==> config.mk <==
export PLATFORM = sky130hd
export DESIGN_NAME = rom_arbiter_flat
export DESIGN_NICKNAME = d
export VERILOG_FILES = /design/src/rtl/rom_arb_pkg.sv /design/src/rtl/rom_arbiter_if.sv /design/src/rtl/rom_arb_pick.sv /design/src/rtl/rom_arbiter.sv /design/src/flat_wrapper.sv
export SDC_FILE = /design/constraint.sdc
export NUM_CORES = 1
export LEC_CHECK = 0
export BUFFER_PORTS_ARGS = -buffer_cell sky130_fd_sc_hd__buf_2
export CAP_MARGIN = 20
export CORE_MARGIN = 2
export CORE_UTILIZATION = 50
export CTS_CLUSTER_DIAMETER = 150
export DETAILED_ROUTE_END_ITERATION = 10
export GPL_TIMING_DRIVEN = 0
export PLACE_DENSITY = 0.85
export SLEW_MARGIN = 0
export SYNTH_ARGS = -nofsm -noshare
export SYNTH_HDL_FRONTEND = slang
export SYNTH_SLANG_ARGS = --single-unit
==> constraint.sdc <==
create_clock -name clk -period 2.6 [get_ports clk]
set_input_delay 0.52 -clock clk [delete_from_list [all_inputs] [get_ports clk]]
set_output_delay 0.52 -clock clk [all_outputs]
set_load 0.01 [all_outputs]
==> src/rtl/rom_arb_pkg.sv <==
// rom_arb_pkg: constants shared by the rom_arbiter slice.
//   - FSM state encoding (one-hot): ST_IDLE, ST_ISSUE, ST_CAPTURE, ST_ACK
//   - Port ids: PORT_FETCH (0, instruction fetch) and PORT_LOAD (1, data load)
//   - Default widths: DEF_ADDR_W = 30 (word address), DEF_DATA_W = 32 (ROM word)
// Optional feature macro used in this slice: ROM_ARB_ROUND_ROBIN_EN.
package rom_arb_pkg;

    localparam int DEF_ADDR_W = 30;
    localparam int DEF_DATA_W = 32;

    localparam logic PORT_FETCH = 1'b0;
    localparam logic PORT_LOAD  = 1'b1;

    typedef enum logic [3:0] {
        ST_IDLE    = 4'b0001,
        ST_ISSUE   = 4'b0010,
        ST_CAPTURE = 4'b0100,
        ST_ACK     = 4'b1000
    } state_t;

endpackage

==> src/rtl/rom_arbiter_if.sv <==
// rom_arbiter_if: bus bundle between the two Reflet requesters, the arbiter
// and the single-port program ROM.
//   req0/addr0/ack0/data0 : port 0 (instruction fetch)
//   req1/addr1/ack1/data1 : port 1 (data load)
//   rom_enable/rom_addr   : arbiter -> ROM
//   rom_data              : ROM -> arbiter, registered, one cycle after rom_addr
//
// Handshake: a requester raises reqN with a stable addrN and keeps both until
// it sees ackN high for one cycle; dataN is valid in that same cycle and is
// held until the next ackN. A reqN still high in the cycle after ackN is
// treated as a new access. The arbiter never asserts ack0 and ack1 together.
//
// Modports: slave = arbiter side, master = requesters + ROM side.
interface rom_arbiter_if import rom_arb_pkg::*; #(
    parameter int ADDR_W = DEF_ADDR_W,
    parameter int DATA_W = DEF_DATA_W
);
    logic              req0;
    logic [ADDR_W-1:0] addr0;
    logic              ack0;
    logic [DATA_W-1:0] data0;

    logic              req1;
    logic [ADDR_W-1:0] addr1;
    logic              ack1;
    logic [DATA_W-1:0] data1;

    logic              rom_enable;
    logic [ADDR_W-1:0] rom_addr;
    logic [DATA_W-1:0] rom_data;

    modport slave (
        input  req0, addr0, req1, addr1, rom_data,
        output ack0, data0, ack1, data1, rom_enable, rom_addr
    );

    modport master (
        output req0, addr0, req1, addr1, rom_data,
        input  ack0, data0, ack1, data1, rom_enable, rom_addr
    );

endinterface

==> src/rtl/rom_arb_pick.sv <==
// rom_arb_pick: combinational winner select for the ROM arbiter.
//   req0, req1  : current request levels
//   last        : last granted port (only present with ROM_ARB_ROUND_ROBIN_EN)
//   grant_valid : at least one port is requesting
//   grant_id    : winning port id (PORT_FETCH / PORT_LOAD)
// Macro ROM_ARB_ROUND_ROBIN_EN: defined -> round-robin on ties (the port that
// was not granted last wins); undefined -> fixed priority, port 0 wins ties.
module rom_arb_pick import rom_arb_pkg::*; (
    input  logic req0,
    input  logic req1,
`ifdef ROM_ARB_ROUND_ROBIN_EN
    input  logic last,
`endif
    output logic grant_valid,
    output logic grant_id
);

    always_comb begin
        grant_valid = req0 | req1;
        grant_id    = PORT_FETCH;
        if (req0 && req1) begin
`ifdef ROM_ARB_ROUND_ROBIN_EN
            grant_id = ~last;
`else
            grant_id = PORT_FETCH;
`endif
        end else if (req1) begin
            grant_id = PORT_LOAD;
        end
    end

endmodule

==> src/rtl/rom_arbiter.sv <==
// rom_arbiter: shares one synchronous word-addressed program ROM between the
// instruction-fetch port (0) and the data-load port (1).
// Ports:
//   clk       : clock, rising edge
//   reset     : asynchronous, active-low reset
//   bus       : rom_arbiter_if.slave (requester ports and ROM port)
//   dbg_state : current FSM state (one-hot)
// Access sequence: IDLE (grant, latch address) -> ISSUE (ROM samples address)
// -> CAPTURE (ROM word valid, registered into dataN) -> ACK (ackN high).
// Macro ROM_ARB_ROUND_ROBIN_EN: defined -> round-robin using the `last`
// register; undefined -> fixed priority to port 0 and `last` is not built.
module rom_arbiter import rom_arb_pkg::*; #(
    parameter int ADDR_W = DEF_ADDR_W,
    parameter int DATA_W = DEF_DATA_W
) (
    input  logic         clk,
    input  logic         reset,
    rom_arbiter_if.slave bus,
    output state_t       dbg_state
);

    state_t            state;
    logic              owner;
    logic              ack0_q;
    logic              ack1_q;
    logic [DATA_W-1:0] data0_q;
    logic [DATA_W-1:0] data1_q;
    logic              rom_enable_q;
    logic [ADDR_W-1:0] rom_addr_q;
    logic              grant_valid;
    logic              grant_id;
`ifdef ROM_ARB_ROUND_ROBIN_EN
    logic              last;
`endif

    rom_arb_pick u_pick (
        .req0        (bus.req0),
        .req1        (bus.req1),
`ifdef ROM_ARB_ROUND_ROBIN_EN
        .last        (last),
`endif
        .grant_valid (grant_valid),
        .grant_id    (grant_id)
    );

    always_ff @(posedge clk or negedge reset) begin
        if (!reset) begin
            state        <= ST_IDLE;
            owner        <= PORT_FETCH;
            ack0_q       <= 1'b0;
            ack1_q       <= 1'b0;
            data0_q      <= '0;
            data1_q      <= '0;
            rom_enable_q <= 1'b0;
            rom_addr_q   <= '0;
`ifdef ROM_ARB_ROUND_ROBIN_EN
            // Port 1 counts as granted last so port 0 wins the first tie.
            last         <= PORT_LOAD;
`endif
        end else begin
            // Acks are set only in CAPTURE, so they are high for the ACK cycle alone.
            ack0_q <= 1'b0;
            ack1_q <= 1'b0;
            case (state)
                ST_IDLE: begin
                    if (grant_valid) begin
                        rom_addr_q   <= (grant_id == PORT_LOAD) ? bus.addr1 : bus.addr0;
                        owner        <= grant_id;
                        rom_enable_q <= 1'b1;
`ifdef ROM_ARB_ROUND_ROBIN_EN
                        last         <= grant_id;
`endif
                        state        <= ST_ISSUE;
                    end
                end
                ST_ISSUE: begin
                    state <= ST_CAPTURE;
                end
                ST_CAPTURE: begin
                    rom_enable_q <= 1'b0;
                    if (owner == PORT_LOAD) begin
                        data1_q <= bus.rom_data;
                        ack1_q  <= 1'b1;
                    end else begin
                        data0_q <= bus.rom_data;
                        ack0_q  <= 1'b1;
                    end
                    state <= ST_ACK;
                end
                ST_ACK: begin
                    // Requests are ignored here; a held request is a new access in IDLE.
                    state <= ST_IDLE;
                end
                default: begin
                    state <= ST_IDLE;
                end
            endcase
        end
    end

    assign bus.ack0       = ack0_q;
    assign bus.ack1       = ack1_q;
    assign bus.data0      = data0_q;
    assign bus.data1      = data1_q;
    assign bus.rom_enable = rom_enable_q;
    assign bus.rom_addr   = rom_addr_q;
    assign dbg_state      = state;

endmodule

==> src/flat_wrapper.sv <==
// flat-port wrapper written by rule: the top's interface ports become plain ports
module rom_arbiter_flat import rom_arb_pkg::*;
#(
    parameter int ADDR_W = DEF_ADDR_W,
    parameter int DATA_W = DEF_DATA_W
)
  (clk, reset, dbg_state, bus_req0, bus_addr0, bus_req1, bus_addr1, bus_rom_data, bus_ack0, bus_data0, bus_ack1, bus_data1, bus_rom_enable, bus_rom_addr);
  rom_arbiter_if #(.ADDR_W(ADDR_W), .DATA_W(DATA_W)) bus_i ();
  input  logic clk;
  input  logic reset;
  output state_t dbg_state;
  input wire logic [$bits(bus_i.req0)-1:0] bus_req0;
  input wire logic [$bits(bus_i.addr0)-1:0] bus_addr0;
  input wire logic [$bits(bus_i.req1)-1:0] bus_req1;
  input wire logic [$bits(bus_i.addr1)-1:0] bus_addr1;
  input wire logic [$bits(bus_i.rom_data)-1:0] bus_rom_data;
  output wire logic [$bits(bus_i.ack0)-1:0] bus_ack0;
  output wire logic [$bits(bus_i.data0)-1:0] bus_data0;
  output wire logic [$bits(bus_i.ack1)-1:0] bus_ack1;
  output wire logic [$bits(bus_i.data1)-1:0] bus_data1;
  output wire logic [$bits(bus_i.rom_enable)-1:0] bus_rom_enable;
  output wire logic [$bits(bus_i.rom_addr)-1:0] bus_rom_addr;
  assign bus_i.req0 = bus_req0;
  assign bus_i.addr0 = bus_addr0;
  assign bus_i.req1 = bus_req1;
  assign bus_i.addr1 = bus_addr1;
  assign bus_i.rom_data = bus_rom_data;
  assign bus_ack0 = bus_i.ack0;
  assign bus_data0 = bus_i.data0;
  assign bus_ack1 = bus_i.ack1;
  assign bus_data1 = bus_i.data1;
  assign bus_rom_enable = bus_i.rom_enable;
  assign bus_rom_addr = bus_i.rom_addr;
  rom_arbiter #(.ADDR_W(ADDR_W), .DATA_W(DATA_W)) u_core (.clk(clk), .reset(reset), .bus(bus_i), .dbg_state(dbg_state));
endmodule
==> impl_metrics.csv, run 1 <==
group,metric,value,unit
routing,wirelength,8880,µm
timing,max_slew_margin,64.4,%
finish,area_growth,32.2,%
timing,worst_slew_pin_slew,0.534,ns
place,place_congestion,0.755,
routing,num_vias,2793,
finish,drive_gt1_share,63.7,%
yosys,avgSynthCellArea,16.5,µm²
clock_tree,cts_setup_buffers,0,
yosys,yosys_warnings,0,
timing,finClkSkew,0.0176,ns
routing,met2_length,4720,µm
power_and_ir_drop,p_leak,2.74,nW
clock_tree,cts_made_buffers,9,
floorplanning,fp.coreArea,0.00813,mm²
timing,min_period,1.94,ns
yosys,ys_seq_area_share,61.6,%
routing,dr.pass1.iters,4,
worst_setup_path,crit_path_end_kind,"flip-flop",
clock_tree,clk_pin_slew,0.11,ns
place,port_buffers,196,
finish,fill_cells,595,
worst_setup_path,crit_fanout,10,
clock_tree,clk-insertion-delay-late,0.35,ns
floorplanning,die_x,95.1,µm
timing,fin_crit_sh,74.5,%
yosys,ys_ff_latch,102,
clock_tree,htree_levels,3,
timing,rsz0062_at_grt,"no",
grt,grt_pass1_vias,3014,
clock_tree,cts_tree,"built",
routing,via_per_inst,4.90,
timing,maxSlewViolCount,0,
place,dp_hpwl,6900,µm
floorplanning,io_pins,197,
worst_setup_path,setup.worst_path.class,"reg -> reg",
routing,wl_per_cell,15.6,µm
clock_tree,clockRootBuffer,"clkbuf_8",
worst_setup_path,crit_arrival,2.16,ns
clock_tree,clock_sinks,102,
floorplanning,row_count,33,
yosys,synth_cell_types,18,
timing,post-route-worst-setup-slack,0.662,ns
grt,antenna_found_initial,0,
timing,hold_slack,0.101,ns
run,max_cap_viol_count,0,
timing,finalHoldViolations,0,
worst_setup_path,worst_setup_path_start_kind,"flip-flop",
grt,grt_max_degree,71,
power_and_ir_drop,power_density,1120,mW/mm²
floorplanning,die_area,0.00904,mm²
clock_tree,holdBufCountCts,0,
grt,grt_pass1_wl,14300,µm
place,pre_cts_ws,0.472,ns
timing,max_freq,516,MHz
timing,setup_viol,0,
routing,antenna_left,0,
routing,wl_met3,449,µm
grt,gr-total-overflow,0,
timing,fin_tns_setup,0,ns
routing,highest_layer,"met4",
routing,drtIter0Drc,76,
finish,fin_nets,556,
finish,diodes,0,
min_path,min_path_type,"in -> async",
routing,wl_met1,3580,µm
status,status,"finished, final reports clean",
worst_setup_path,worstPathRequired,2.82,ns
grt,track_usage,20.5,%
floorplanning,initial_core_util,51.0,%
clock_tree,cts_resized,0,
routing,route.detailed.drc,0,
clock_tree,cts_buffer_depth,2,
power_and_ir_drop,peakVddDrop,0.000541,V
floorplanning,chipHeight,95.1,µm
yosys,synthesis.area,0.00415,mm²
yosys,netlist_instances,252,
yosys,synthesis.nets,348,
==> state kept, by name (all words and copies together), names as in the netlist <==
signal	flops
u_core.bus.rom_enable	1
u_core.bus.data0	32
u_core.owner	1
u_core.bus.ack0	1
u_core.bus.data1	32
u_core.bus.rom_addr	30
u_core.dbg_state	4
u_core.bus.ack1	1
==> per-stage QoR <==
stage	std cells	util (%)	instance area [µm²]	total power, mW
CTS	570	67.4	5480	6.26
global route	570	67.4	5480	6.59
global placement	553	64.7	5260	5.15
finish	570	67.4	5480	6.16
detailed placement	554	65.1	5290	5.30
floorplan	252	-	4150	4.13
==> layout by cell type (no fill, tap or decap), drive strengths merged <==
cell type	instances
clkinv	3
o21ba	1
buf	209
nand2	1
inv	3
clkbuf	11
o21a	1
dfrtp	101
a21oi	2
dfstp	1
nor2b	2
nor4b	3
nor3	1
mux2	124
clkinvlp	2
==> cells by family after synthesis <==
family	Yosys count	share of synthesized area, %
AO/OA/AOI/OAI	4	0.664
buffers and inverters	15	2.41
flip-flops	102	61.6
multiplexers	124	33.7
AND/OR/NAND/NOR	7	1.72
==> report_power, final <==
group	internal [mW]	switching (mW)	total [mW]
sequential	2.38	0.393	2.77
combinational	1.28	1.17	2.45
clock	0.370	0.569	0.939
total	4.02	2.13	6.16
==> cells in the mapped netlist <==
library cell,number,share of area (%)
dfrtp_1,101,61
dfstp_2,1,0.63
buf_6,3,0.81
mux2_2,66,18
clkbuf_1,2,0.18
nor3_1,1,0.12
o21a_1,1,0.18
nor2b_1,2,0.30
nand2_2,1,0.15
mux2_1,58,16
o21ba_2,1,0.24
nor4b_1,1,0.21
buf_2,5,0.60
nor4b_4,1,0.57
buf_4,4,0.72
nor4b_2,1,0.36
a21oi_1,2,0.24
inv_1,1,0.090
==> area by class of cell <==
type	count	area, µm²	area share [%]
flip-flops and latches	102	2550	46.6
inverters	1	3.75	0.0684
clock inverters	7	68.8	1.25
multi-input cells	135	1500	27.3
clock buffers	9	124	2.26
repair buffers	197	1010	18.4
well taps	105	131	2.40
plain buffers	14	96.3	1.76
==> worst paths after layout <==
path | startpoint | to | slack [ns] | cells past startpoint
hold / removal | reset | u_core.bus.rom_addr[15] | 0.10 | 1
min in group clk | bus_req0 | u_core.owner | 0.37 | 2
setup reg to reg | u_core.dbg_state[0] | u_core.bus.rom_addr[13] | 0.66 | 5
hold reg to reg | u_core.bus.data0[24] | u_core.bus.data0[24] | 0.49 | 1
setup / recovery | u_core.dbg_state[0] | u_core.bus.rom_addr[13] | 0.66 | 5
max in group asynchronous | reset | u_core.dbg_state[0] | 1.79 | 2
==> worst max-delay path: stages (launching register included) <==
cell	delay, ns
dfstp_2	0.58
nor4b_2	0.33
o21a_1	0.17
buf_2	0.16
buf_4	0.22
mux2_2	0.36
==> per-layer routing <==
layer / global-route usage [%] / vias to the layer above
met1: 25.0 / 1384
met5: 0 / -
met3: 3.72 / 10
met4: 7.97 / 0
li1: - / 1311
met2: 36.0 / 88
No activity file was read; power rests on OpenSTA's default activity.
==> run 2, diff against run 1 <==
- CORE_UTILIZATION: 50 -> 42
- PLACE_DENSITY: 0.85 -> 0.76
- clock period: 2.6 -> 1.6 ns (I/O delays scaled with it)
==> run 2 against run 1 <==
Against the previous run: the flow now finishes with violations (negative setup slack); cell count grew 9.3%; core utilization shrank 2.3 points; sequential power grew 66%; sequential share of layout area shrank 6.1 points; die area grew 18%; clock skew shrank 0.00051 ns; design area grew 15%; sequential cell count is the same; register-to-register slack lost 0.81 ns; via count grew 7.4%; combinational power grew 120%; worst setup slack lost 0.81 ns; critical endpoint is now u_core.bus.data0[8]; highest routed layer unchanged.
==> impl_metrics.csv, run 2 (synthesized netlist as in run 1, its figures left out) <==
group,metric,value,unit
worst_setup_path,worst_setup_path_start_kind,"flip-flop",
routing,wirelength,10400,µm
finish,fill_cells,727,
timing,max_slew_margin,57.2,%
power_and_ir_drop,p_total,11.6,mW
power_and_ir_drop,power_density,1840,mW/mm²
finish,diodes,0,
worst_setup_path,rr_startpoint,"u_core.dbg_state[1]",
clock_tree,clk-insertion-delay-late,0.36,ns
worst_setup_path,setup.worst_path.class,"reg -> reg",
grt,track_usage,17.6,%
place,port_buffers,196,
place,place_congestion,0.748,
floorplanning,fp.coreArea,0.00968,mm²
worst_setup_path,worst-r2r-cell-count,5,
floorplanning,die_area,0.0107,mm²
power_and_ir_drop,p_sw_share,32.5,%
timing,finClkSkew,0.0171,ns
timing,rsz0062_at_grt,"yes",
run,max_cap_viol_count,0,
routing,drtIter0Drc,76,
grt,grt_pass1_wl,14500,µm
clock_tree,cts_buffer_depth,2,
floorplanning,initial_core_util,42.8,%
clock_tree,htree_levels,3,
worst_setup_path,crit_fanout,5,
routing,wl_per_cell,16.7,µm
finish,multi_input_area,0.00185,mm²
grt,grt_max_degree,56,
timing,maxSlewViolCount,0,
clock_tree,clockRootBuffer,"clkbuf_8",
power_and_ir_drop,peakVddDrop,0.000707,V
grt,antenna_found_initial,0,
power_and_ir_drop,p_comb_share,47.5,%
floorplanning,die_x,103,µm
routing,dr.pass1.iters,4,
timing,min_period,1.75,ns
place,place_inst,582,
worst_setup_path,worstPathRequired,1.83,ns
finish,instances_no_fill,623,
floorplanning,io_pins,197,
finish,fin_nets,581,
clock_tree,clock_sinks,102,
power_and_ir_drop,internal_power,7.83,mW
floorplanning,chipHeight,103,µm
grt,grt_pass1_vias,3054,
place,dp_hpwl,6820,µm
timing,finalHoldViolations,0,
clock_tree,cts_made_buffers,9,
routing,route.detailed.drc,0,
worst_setup_path,crit_path_end_kind,"flip-flop",
power_and_ir_drop,p_leak,3.25,nW
timing,max_freq,573,MHz
worst_setup_path,cp-startpoint,"u_core.dbg_state[1]",
routing,num_vias,3000,
worst_setup_path,crit_end,"u_core.bus.data0[8]",
worst_setup_path,r2r_end,"u_core.bus.data0[8]",
worst_setup_path,crit_arrival,1.98,ns
worst_setup_path,path_delay_family,"simple AND/OR/NAND/NOR gates",
worst_setup_path,path_cells,"nor4b_4 > nor2b_4 > buf_12 > clkbuf_16 > mux2_4",
finish,ff_latch_area,0.00255,mm²
timing,worst_slew_pin_slew,0.642,ns
timing,fin_crit_sh,109,%
place,placed_area,0.00537,mm²
worst_setup_path,slowest_delay,0.45,ns
clock_tree,clk_pin_slew,0.08,ns
finish,final_cell_mix,"buf_2 (196), dfrtp_1 (100), mux2_4 (82), mux2_2 (42)",
timing,fin_tns_setup,-7.65,ns
power_and_ir_drop,clockPowerShare,12.7,%
worst_setup_path,critical_path_depth,5,
finish,design_area,0.00631,mm²
timing,setup_viol,87,
status,violations,"negative setup slack",
finish,final_common_cell,"buf_2",
floorplanning,row_count,36,
min_path,min_path_type,"in -> reg",
timing,post-route-worst-setup-slack,-0.146,ns
power_and_ir_drop,p_sw,3.77,mW
finish,final_core_util,65.2,%
worst_setup_path,rrSetupSlack,-0.15,ns
finish,area_growth,52.1,%
grt,gr-total-overflow,0,
status,status,"finished, violations left",
routing,via_per_inst,4.82,
finish,drive_gt1_share,77.1,%
clock_tree,cts_tree,"built",
power_and_ir_drop,seqPwrFrac,39.7,%
worst_setup_path,slowest_stage,"dfrtp_2",
worst_setup_path,path_buf_inv,2,
routing,antenna_left,0,
-- run 2: cell types whose count changed in the layout (fill, tap and decap cells not counted), moves of 2 or more --
cell / before / now
clkinv_4: 2 / 0
clkbuf_16: 0 / 6
buf_16: 1 / 3
nand2_8: 0 / 2
mux2_1: 58 / 0
buf_12: 0 / 4
clkbuf_1: 2 / 4
buf_8: 0 / 6
mux2_2: 66 / 42
buf_6: 3 / 7
buf_4: 5 / 10
mux2_4: 0 / 82
buf_2: 200 / 196
-- run 2: power by group through the flow --
stage / sequential (mW) / clock (mW) / combinational [mW]
after global routing: 4.78 / 1.64 / 5.91
after global placement: 4.48 / 0 / 4.05
after detailed placement: 4.56 / 0 / 4.17
after CTS: 4.54 / 1.52 / 5.03
after floorplan: 5.16 / 0 / 1.69
final: 4.61 / 1.48 / 5.51
-- run 2: worst min-delay path by stage --
stage	start	to	cells after the start
2_1_floorplan	reset	u_core.bus.ack0	0
3_3_place_gp	u_core.bus.data0[11]	u_core.bus.data0[11]	1
3_5_place_dp	reset	u_core.bus.data1[7]	1
4_1_cts	bus_req0	u_core.owner	2
5_1_grt	bus_req0	u_core.owner	2
6_report	bus_req0	u_core.owner	2
-- run 2: cell type report --
| class | instances | share of cell area [%] |
|---|---|---|
| repair buffers | 221 | 21.6 |
| multi-input cells | 136 | 29.4 |
| inverters | 1 | 0.0595 |
| clock buffers | 12 | 2.30 |
| clock inverters | 4 | 0.496 |
| plain buffers | 14 | 3.07 |
| well taps | 133 | 2.64 |
| flip-flops and latches | 102 | 40.5 |
-- run 2: worst reg2reg max path: cells and delay by family, from the launching register on --
kind	cells	cell delay [ns]
buf+inv	2	0.31
flops	1	0.45
mux	1	0.29
simple gates	2	0.59
-- run 2: per-stage QoR --
step           worst slack, ns  hold WS [ns]
2_1_floorplan          -0.0696        0.0244
3_3_place_gp            -0.932         0.462
3_5_place_dp            -0.383         0.380
4_1_cts                 -0.135         0.149
5_1_grt                 -0.199         0.158
6_report                -0.146         0.168
-- run 2: what timing repair did --
| action | CTS | global route |
|---|---|---|
| hold endpoints to repair | 28 | 0 |
| pin swaps | 1 | 0 |
| setup endpoints to repair | 91 | 94 |
| hold buffers | 1 | 0 |
| gates resized for setup | 65 | 47 |
| gates cloned | 2 | 7 |
| setup buffers | 13 | 3 |
-- run 2: layer usage --
layer	global-route usage [%]	up-vias	part of all wire [%]
met3	3.70	19	5.5
met5	0	-	0
met2	30.1	104	50
met1	21.1	1504	42
li1	-	1373	-
met4	8.40	0	2.3
